==> src/rtl/csr_trap_unit.sv <==
// csr_trap_unit: sole driver of the csr_regfile port; sequences Zicsr
// read-modify-write ops, machine trap entry and MRET, then redirects fetch.
module csr_trap_unit (
    input  logic        clock,
    input  logic        reset_n,
    input  logic        csr_op_valid,
    input  logic [1:0]  csr_op,
    input  logic [11:0] csr_op_addr,
    input  logic [31:0] csr_op_src,
    input  logic        csr_op_wsup,
    output logic        csr_op_ready,
    output logic        csr_op_done,
    output logic [31:0] csr_op_rdata,
    input  logic        trap_req,
    input  logic [31:0] trap_cause,
    input  logic [31:0] trap_pc,
    input  logic [31:0] trap_val,
    input  logic        mret_req,
    output logic        busy,
    output logic        redirect_valid,
    output logic [31:0] redirect_pc,
    output logic [11:0] csr_addr,
    output logic [31:0] csr_w_data,
    output logic        csr_w_en,
    input  logic [31:0] csr_r_data
);

    localparam logic [11:0] A_MSTATUS = 12'h300;
    localparam logic [11:0] A_MTVEC   = 12'h305;
    localparam logic [11:0] A_MEPC    = 12'h341;
    localparam logic [11:0] A_MCAUSE  = 12'h342;
    localparam logic [11:0] A_MTVAL   = 12'h343;

    typedef enum logic [3:0] {
        S_IDLE,
        S_CSR_WR,
        S_T_EPC,
        S_T_CAUSE,
        S_T_TVAL,
        S_T_STATUS,
        S_T_VEC,
        S_M_STATUS,
        S_M_EPC
    } state_t;

    state_t      state_q, state_d;
    logic [11:0] addr_q, addr_d;
    logic [31:0] old_q, old_d;
    logic [31:0] new_q, new_d;
    logic        wr_q, wr_d;
    logic [31:0] cause_q, cause_d;
    logic [31:0] pc_q, pc_d;
    logic [31:0] val_q, val_d;
    logic        busy_q;
    logic        rv_q, rv_d;
    logic [31:0] rpc_q, rpc_d;

    logic        w_en_raw;
    logic [31:0] st_trap;
    logic [31:0] st_mret;
    logic [31:0] tvec_base;
    logic [31:0] tvec_tgt;

    always_ff @(posedge clock) begin
        if (!reset_n) begin
            state_q <= S_IDLE;
            addr_q  <= '0;
            old_q   <= '0;
            new_q   <= '0;
            wr_q    <= 1'b0;
            cause_q <= '0;
            pc_q    <= '0;
            val_q   <= '0;
            busy_q  <= 1'b0;
            rv_q    <= 1'b0;
            rpc_q   <= '0;
        end else begin
            state_q <= state_d;
            addr_q  <= addr_d;
            old_q   <= old_d;
            new_q   <= new_d;
            wr_q    <= wr_d;
            cause_q <= cause_d;
            pc_q    <= pc_d;
            val_q   <= val_d;
            busy_q  <= (state_d != S_IDLE);
            rv_q    <= rv_d;
            rpc_q   <= rpc_d;
        end
    end

    // Status rewrites and trap vector are derived from the live read data.
    always_comb begin
        st_trap        = csr_r_data;
        st_trap[7]     = csr_r_data[3];
        st_trap[3]     = 1'b0;
        st_trap[12:11] = 2'b11;
        st_mret        = csr_r_data;
        st_mret[3]     = csr_r_data[7];
        st_mret[7]     = 1'b1;
        st_mret[12:11] = 2'b11;
        tvec_base      = {csr_r_data[31:2], 2'b00};
        tvec_tgt       = tvec_base;
        if (csr_r_data[1:0] == 2'b01 && cause_q[31]) begin
            tvec_tgt = tvec_base + {cause_q[29:0], 2'b00};
        end
    end

    always_comb begin
        state_d = state_q;
        addr_d  = addr_q;
        old_d   = old_q;
        new_d   = new_q;
        wr_d    = wr_q;
        cause_d = cause_q;
        pc_d    = pc_q;
        val_d   = val_q;
        rv_d    = 1'b0;
        rpc_d   = rpc_q;
        unique case (state_q)
            S_IDLE: begin
                if (trap_req) begin
                    cause_d = trap_cause;
                    pc_d    = trap_pc;
                    val_d   = trap_val;
                    state_d = S_T_EPC;
                end else if (mret_req) begin
                    state_d = S_M_STATUS;
                end else if (csr_op_valid) begin
                    addr_d  = csr_op_addr;
                    old_d   = csr_r_data;
                    wr_d    = !csr_op_wsup && (csr_op != 2'b00);
                    unique case (csr_op)
                        2'b01:   new_d = csr_op_src;
                        2'b10:   new_d = csr_r_data | csr_op_src;
                        2'b11:   new_d = csr_r_data & ~csr_op_src;
                        default: new_d = csr_r_data;
                    endcase
                    state_d = S_CSR_WR;
                end
            end
            S_CSR_WR:   state_d = S_IDLE;
            S_T_EPC:    state_d = S_T_CAUSE;
            S_T_CAUSE:  state_d = S_T_TVAL;
            S_T_TVAL:   state_d = S_T_STATUS;
            S_T_STATUS: state_d = S_T_VEC;
            S_T_VEC: begin
                rv_d    = 1'b1;
                rpc_d   = tvec_tgt;
                state_d = S_IDLE;
            end
            S_M_STATUS: state_d = S_M_EPC;
            S_M_EPC: begin
                rv_d    = 1'b1;
                rpc_d   = csr_r_data & ~32'h3;
                state_d = S_IDLE;
            end
            default:    state_d = S_IDLE;
        endcase
    end

    always_comb begin
        csr_addr     = csr_op_addr;
        csr_w_data   = '0;
        w_en_raw     = 1'b0;
        csr_op_done  = 1'b0;
        csr_op_rdata = '0;
        unique case (state_q)
            S_IDLE: ;
            S_CSR_WR: begin
                csr_addr     = addr_q;
                csr_w_data   = new_q;
                w_en_raw     = wr_q;
                csr_op_done  = 1'b1;
                csr_op_rdata = old_q;
            end
            S_T_EPC: begin
                csr_addr   = A_MEPC;
                csr_w_data = pc_q & ~32'h3;
                w_en_raw   = 1'b1;
            end
            S_T_CAUSE: begin
                csr_addr   = A_MCAUSE;
                csr_w_data = cause_q;
                w_en_raw   = 1'b1;
            end
            S_T_TVAL: begin
                csr_addr   = A_MTVAL;
                csr_w_data = val_q;
                w_en_raw   = 1'b1;
            end
            S_T_STATUS: begin
                csr_addr   = A_MSTATUS;
                csr_w_data = st_trap;
                w_en_raw   = 1'b1;
            end
            S_T_VEC:    csr_addr = A_MTVEC;
            S_M_STATUS: begin
                csr_addr   = A_MSTATUS;
                csr_w_data = st_mret;
                w_en_raw   = 1'b1;
            end
            S_M_EPC:    csr_addr = A_MEPC;
            default: ;
        endcase
    end

    // Reset gates the write strobe so a reset edge never commits a write.
    assign csr_w_en       = w_en_raw & reset_n;
    assign csr_op_ready   = (state_q == S_IDLE) & !trap_req & !mret_req;
    assign busy           = busy_q;
    assign redirect_valid = rv_q;
    assign redirect_pc    = rpc_q;

endmodule

==> config.mk <==
export PLATFORM = sky130hd
export DESIGN_NAME = csr_trap_unit
export DESIGN_NICKNAME = d
export VERILOG_FILES = /design/src/rtl/csr_trap_unit.sv
export SDC_FILE = /design/constraint.sdc
export NUM_CORES = 1
export LEC_CHECK = 0
export CAP_MARGIN = 10
export CORE_MARGIN = 1
export CORE_UTILIZATION = 53
export DETAILED_ROUTE_END_ITERATION = 16
export GPL_TIMING_DRIVEN = 0
export PLACE_DENSITY = 0.84
export SLEW_MARGIN = 30
export SYNTH_ARGS = -nofsm -noshare
export SYNTH_HDL_FRONTEND = slang
export SYNTH_SLANG_ARGS = --single-unit
==> constraint.sdc <==
create_clock -name clock -period 3.75 [get_ports clock]
set_input_delay 0.75 -clock clock [delete_from_list [all_inputs] [get_ports clock]]
set_output_delay 0.75 -clock clock [all_outputs]
set_load 0.005 [all_outputs]
# [Word level (Yosys, flattened, before mapping)]
# Index checks and enable logic that the tools add are counted.
[word_totals] out_inout_bits=113 ramBits=0 rom_bits=0 memories=0 ff_bits=211 latchBits=0 inputBits=180
[classes] bitwise_logic=8 n_eq_ne=12 shifts=0 magnitude_cmp=0 div=0 muxes=13 reduce_logical=15 n_addsub=1 mul=0
[ops] op="case mux 32 bit (6 select lines)" count=1
[ops] op="case mux 32 bit (3 select lines)" count=1
[ops] op="case mux 12 bit (6 select lines)" count=1
[ops] op="2-to-1 mux 32 bit" count=2
[ops] op="case mux 32 bit (2 select lines)" count=1
[ops] op="adder 32 bit" count=1
[ops] op="bitwise AND 32 bit" count=1
[ops] op="inverter 32 bit" count=1
[ops] op="OR 32 bit" count=1
[ops] op="case mux 4 bit (6 select lines)" count=1
[ops] op="== test 4 x 3 -> 1 bit, second input constant" count=4
[ops] op="2-to-1 mux 4 bit" count=3
[ops] op="== test 4 x 2 -> 1 bit, second input constant" count=2
[ops] op="OR reduction 2 bit" count=3
[ops] op="OR reduction 5 bit" count=1
[ops] op="== test 2 x 1 -> 1 bit, second input constant" count=2
[ops] op="== test 2 bit, second input constant" count=2
[ops] op="== test 4 x 1 -> 1 bit, second input constant" count=1
[ops] op="== test 4 bit, second input constant" count=1
[ops] op="zero test 4 bit" count=1
[ops] op="AND reduction 4 bit" count=1
[ops] op="nonzero test 2 bit" count=2
[ops] op="nonzero test 4 bit" count=1
[ops] op="bitwise AND 1 bit" count=3
[ops] op="other kinds (6)" count=11

# [Longest topological paths before layout]
[depth] ltp_word=5 ltp_mapped=10 ltp_nobuf=10

# [Worst setup path before layout]
# OpenSTA, ideal clock, no wires.
[synth_path] kind="input to register" startpoint="input port csr_r_data[2]" endpoint="register rpc_q[10] (netlist: redirect_pc[10])" required_time_ns=3.634 path_stages=10 arrival_time_ns=2.545 setup_time_ns=0.116 n_path_buf=0 path_slack_ns=1.089 path_cell_list="ha_1 fa_1 a21oi_1 nor2_1 or2_1 a21o_1 a21oi_1 xor2_1 o211ai_1 o211a_1"
[synth_via] elab_chain_cells=3
[synth_lines] item="start, declared" line="25" rtl="input logic [31:0] csr_r_data"
[synth_lines] item="adder 32 bit" line="105" rtl="tvec_tgt = tvec_base + {cause_q[29:0], 2'b00};"
[synth_lines] item="2-to-1 mux 32 bit" line="104" rtl="if (csr_r_data[1:0] == 2'b01 && cause_q[31]) begin"
[synth_lines] item="case mux 32 bit (2 select lines)" line="120" rtl="unique case (state_q)"
[synth_lines] item="end signal, assigned" line="88" rtl="rpc_q <= rpc_d;"
[synth_lines] item="end, declared" line="56" rtl="logic [31:0] rpc_q, rpc_d;"
# Every way passes these cells.
# A chain may end at the register's enable or synchronous reset.

# [Worst setup path in the final report]
[layout_path] startpoint="register state_q[0]" endpoint="output port csr_w_data[31]"
[layout_via] elab_chain_cells=2
[layout_lines] item="start, declared" line="46" rtl="state_t state_q, state_d;"
[layout_lines] item="start signal, assigned" line="78" rtl="state_q <= state_d;"
[layout_lines] item="== test 4 x 3 -> 1 bit (tied with other cells)" line="168" rtl="unique case (state_q)"
[layout_lines] item="case mux 32 bit (6 select lines) *" line="168"
[layout_lines] item="end, declared" line="23" rtl="output logic [31:0] csr_w_data,"
# Every way passes the cells marked *; elsewhere a longest branch is shown, timed or not.

==> summary.txt <==
Outcome
  • Outcome: complete, no violations

Clocking
  • Post-CTS Setup Inserts: 0
  • Clock root buffer: clkbuf_16
  • Sink Count: 207
  • Clock buffer depth: 3
  • Worst skew pair latency: 0.52 ns
  • CTS Hold Buffers Added: 0
  • Post-CTS sizing: 13
  • CTS H-tree depth: 1
  • CTS Buf Count: 23
  • CTS tree: built
  • Clock transition at the registers of the reported paths: 0.06 ns

Synthesis
  • Post-synthesis sequential area ratio: 0.374
  • Synth top cells by count: nand2_1, dfxtp_1, a21boi_0
  • Number of flops mapped to enable cells by yosys: 0
  • Post-synth top area share: 0.374
  • Synth warnings: 0
  • Avg Cell Area, Syn: 7.70 um^2
  • Mapped Cells: 1,440
  • Post-synthesis async set-or-reset flop share: 0
  • Top_reg_cell synth: dfxtp_1
  • Unique cell type count in the Yosys netlist: 72
  • Most frequent cell after synthesis: nand2_1
  • Post-Syn Area: 0.0111 mm^2
  • Ranking of synthesized cells by area: dfxtp_1, nand2_1, a21boi_0
  • Synth area leader: dfxtp_1
  • Yosys reg bits: 207

Route
  • Violation count after the first detailed-route iteration: 1,308
  • Drt drc: 0
  • Met2 routed WL: 19.6 mm
  • Post-route ant nets: 0
  • Top sig layer: met5
  • Via count: 12,167
  • Via density: 5.97
  • Routed WL: 42.7 mm
  • Wire per inst: 21.0 um
  • Met3 WL: 4.64 mm
  • Router iterations before antenna repair: 9
  • Met1 WL: 16.6 mm

Timing
  • Least-Margin Pin Slew: 0.880 ns
  • RSZ-0062 raised after global routing: yes
  • Final number of max-transition violations: 0
  • FMAX: 0.269 GHz
  • Rel. slew slack: 0.413
  • Crit path time final: 3.72 ns
  • Clock skew: 0.0200 ns
  • Post-route clock period utilization: 0.991
  • Hold Violations, Final: 0
  • Final setup viols: 0

Power
  • Largest vdd supply drop: 0.313 mV
  • Leak pwr: 5.81 nW
  • Sw frac: 0.302
  • Total power: 0.00632 W
  • Power share of the clock group: 0.375
  • Power per cell area: 417 mW/mm^2
  • Int Power: 0.00441 W
  • Comb pwr share: 0.241
  • Seq pwr share: 0.385
  • NetSw: 0.00191 W

Cells and area
  • Design area: 0.0152 mm^2
  • Area delta synth->final: 36.6%
  • Fin util: 0.744
  • Final Instance Count excl. Fillers: 2,039
  • Nets: 1,963
  • Share of cells above drive strength 1: 0.0644
  • N_diodes: 0

Floorplan
  • Die Span X: 147 um
  • DIE AREA: 0.0215 mm^2
  • Initial core utilization: 0.544
  • Row count: 52
  • Core area: 0.0204 mm^2
  • I/O pin count: 293
  • Chip height: 147 um

Global routing
  • Antenna violations before repair: 1
  • GRT overflow: 0
  • Total track usage: 0.389
  • Vias in the first global route: 11,692
  • Largest net degree at the start of global routing: 14
  • Global-route wire length before repair: 64.4 mm

Place
  • Placed inst area: 0.0143 mm^2
  • Final Wtd Congestion: 0.948
  • Hpwl dp: 32.9 mm
  • Placed insts: 1,998
  • I/O Buffers: 287

Worst setup path
  • Req. time, crit path: 3.00 ns
  • CP max FO: 10
  • Critical path class: reg -> out
  • Worst EP arrival: 2.97 ns
  • Setup crit end kind: primary output
  • Crit start category: flip-flop

Min path
  • Hold/Removal Path Class: reg -> reg

Job
  • Max_cap viols: 0
==> layout by cell type (no fill, tap or decap), types with 6 or more instances in the layout <==
cell             instances
a21boi_0               141
a21o_1                  11
a21oi_1                 49
a22o_1                   6
a22oi_1                102
a31oi_1                  7
and2_1                  35
and3_1                  38
buf_2                   37
clkbuf_1                68
clkbuf_16               23
clkbuf_2                 9
clkdlybuf4s50_1        287
dfxtp_1                207
ha_1                    29
inv_1                    9
nand2_1                381
nand3_1                 39
nand4_1                  7
nor2_1                  33
nor3_1                   6
o21ai_0                 97
o21ai_1                 14
xnor2_1                 17
xor2_1                  15
==> per-layer routing <==
metal | track usage | vias up
met5 | 0 | -
met4 | 0.177 | 4
met3 | 0.0738 | 130
met2 | 0.633 | 749
met1 | 0.498 | 5626
li1 | - | 5658
==> worst paths after layout <==
kind	slack, ns	from	endpoint	depth (start not counted)
setup / recovery	0.03	state_q[0]$_SDFF_PN0_	csr_w_data[31]	7
hold / removal	0.46	old_q[0]$_SDFFE_PN0P_	old_q[0]$_SDFFE_PN0P_	2
setup reg to reg	0.95	cause_q[0]$_SDFFE_PN0P_	redirect_pc[30]$_SDFFE_PN0P_	10
hold reg to reg	0.46	old_q[0]$_SDFFE_PN0P_	old_q[0]$_SDFFE_PN0P_	2
==> layout make-up <==
class,instances,area (um^2)
Clock inverter,12,146
Sequential cell,207,4140
Tap cell,270,338
Timing Repair Buffer,287,2870
Fill cell,1606,5210
Multi-Input combinational cell,1105,6440
Inverter,9,33.8
Clock buffer,29,648
Buffer,120,523
==> power groups by stage <==
| stage | Combinational (W) | Sequential [W] | Clock (W) |
|---|---|---|---|
| finish | 0.00152 | 0.00243 | 0.00237 |
| global route | 0.00164 | 0.00244 | 0.00247 |
| CTS | 0.00149 | 0.00243 | 0.00237 |
| detailed placement | 0.00147 | 0.00247 | 0 |
| global placement | 0.00145 | 0.00247 | 0 |
| floorplan | 0.000789 | 0.00244 | 0 |
==> cell families after synthesis <==
| kind of cell | Yosys count | share of synthesized area |
|---|---|---|
| simple gates | 574 | 0.232 |
| compound gates | 465 | 0.284 |
| flops | 207 | 0.374 |
| buf+inv | 129 | 0.0482 |
| xor+xnor | 32 | 0.0253 |
| fa+ha+maj | 30 | 0.0345 |
| mux | 2 | 0.00181 |
| other cells | 1 | 0.000338 |
==> flip-flops by register name (all words and copies together), names as in the netlist <==
signal and cells:
wr_q 1, val_q 32, pc_q 30, redirect_valid 1
state_q 4, cause_q 32, addr_q 12, new_q 32
busy 1, old_q 32, redirect_pc 30
==> worst max-delay path, stage by stage, from the launching register on <==
cell,delay [ns]
dfxtp_1,0.51
clkbuf_2,0.31
and3b_1,0.19
clkbuf_1,0.24
buf_2,0.37
a22oi_1,0.14
nand3_1,0.16
clkdlybuf4s50_1,0.52
==> metrics by stage <==
step / worst slack (ns) / TNS (ns) / hold slack, ns
final: 0.0346 / 0 / 0.458
after global routing: -0.00812 / -0.00859 / 0.476
after detailed placement: 0.0553 / 0 / 0.450
after global placement: -0.00884 / -0.00884 / 0.438
after floorplan: 1.09 / 0 / 0.439
after CTS: 0.0129 / 0 / 0.457
Note: power is estimated with default switching activity, not from simulation.
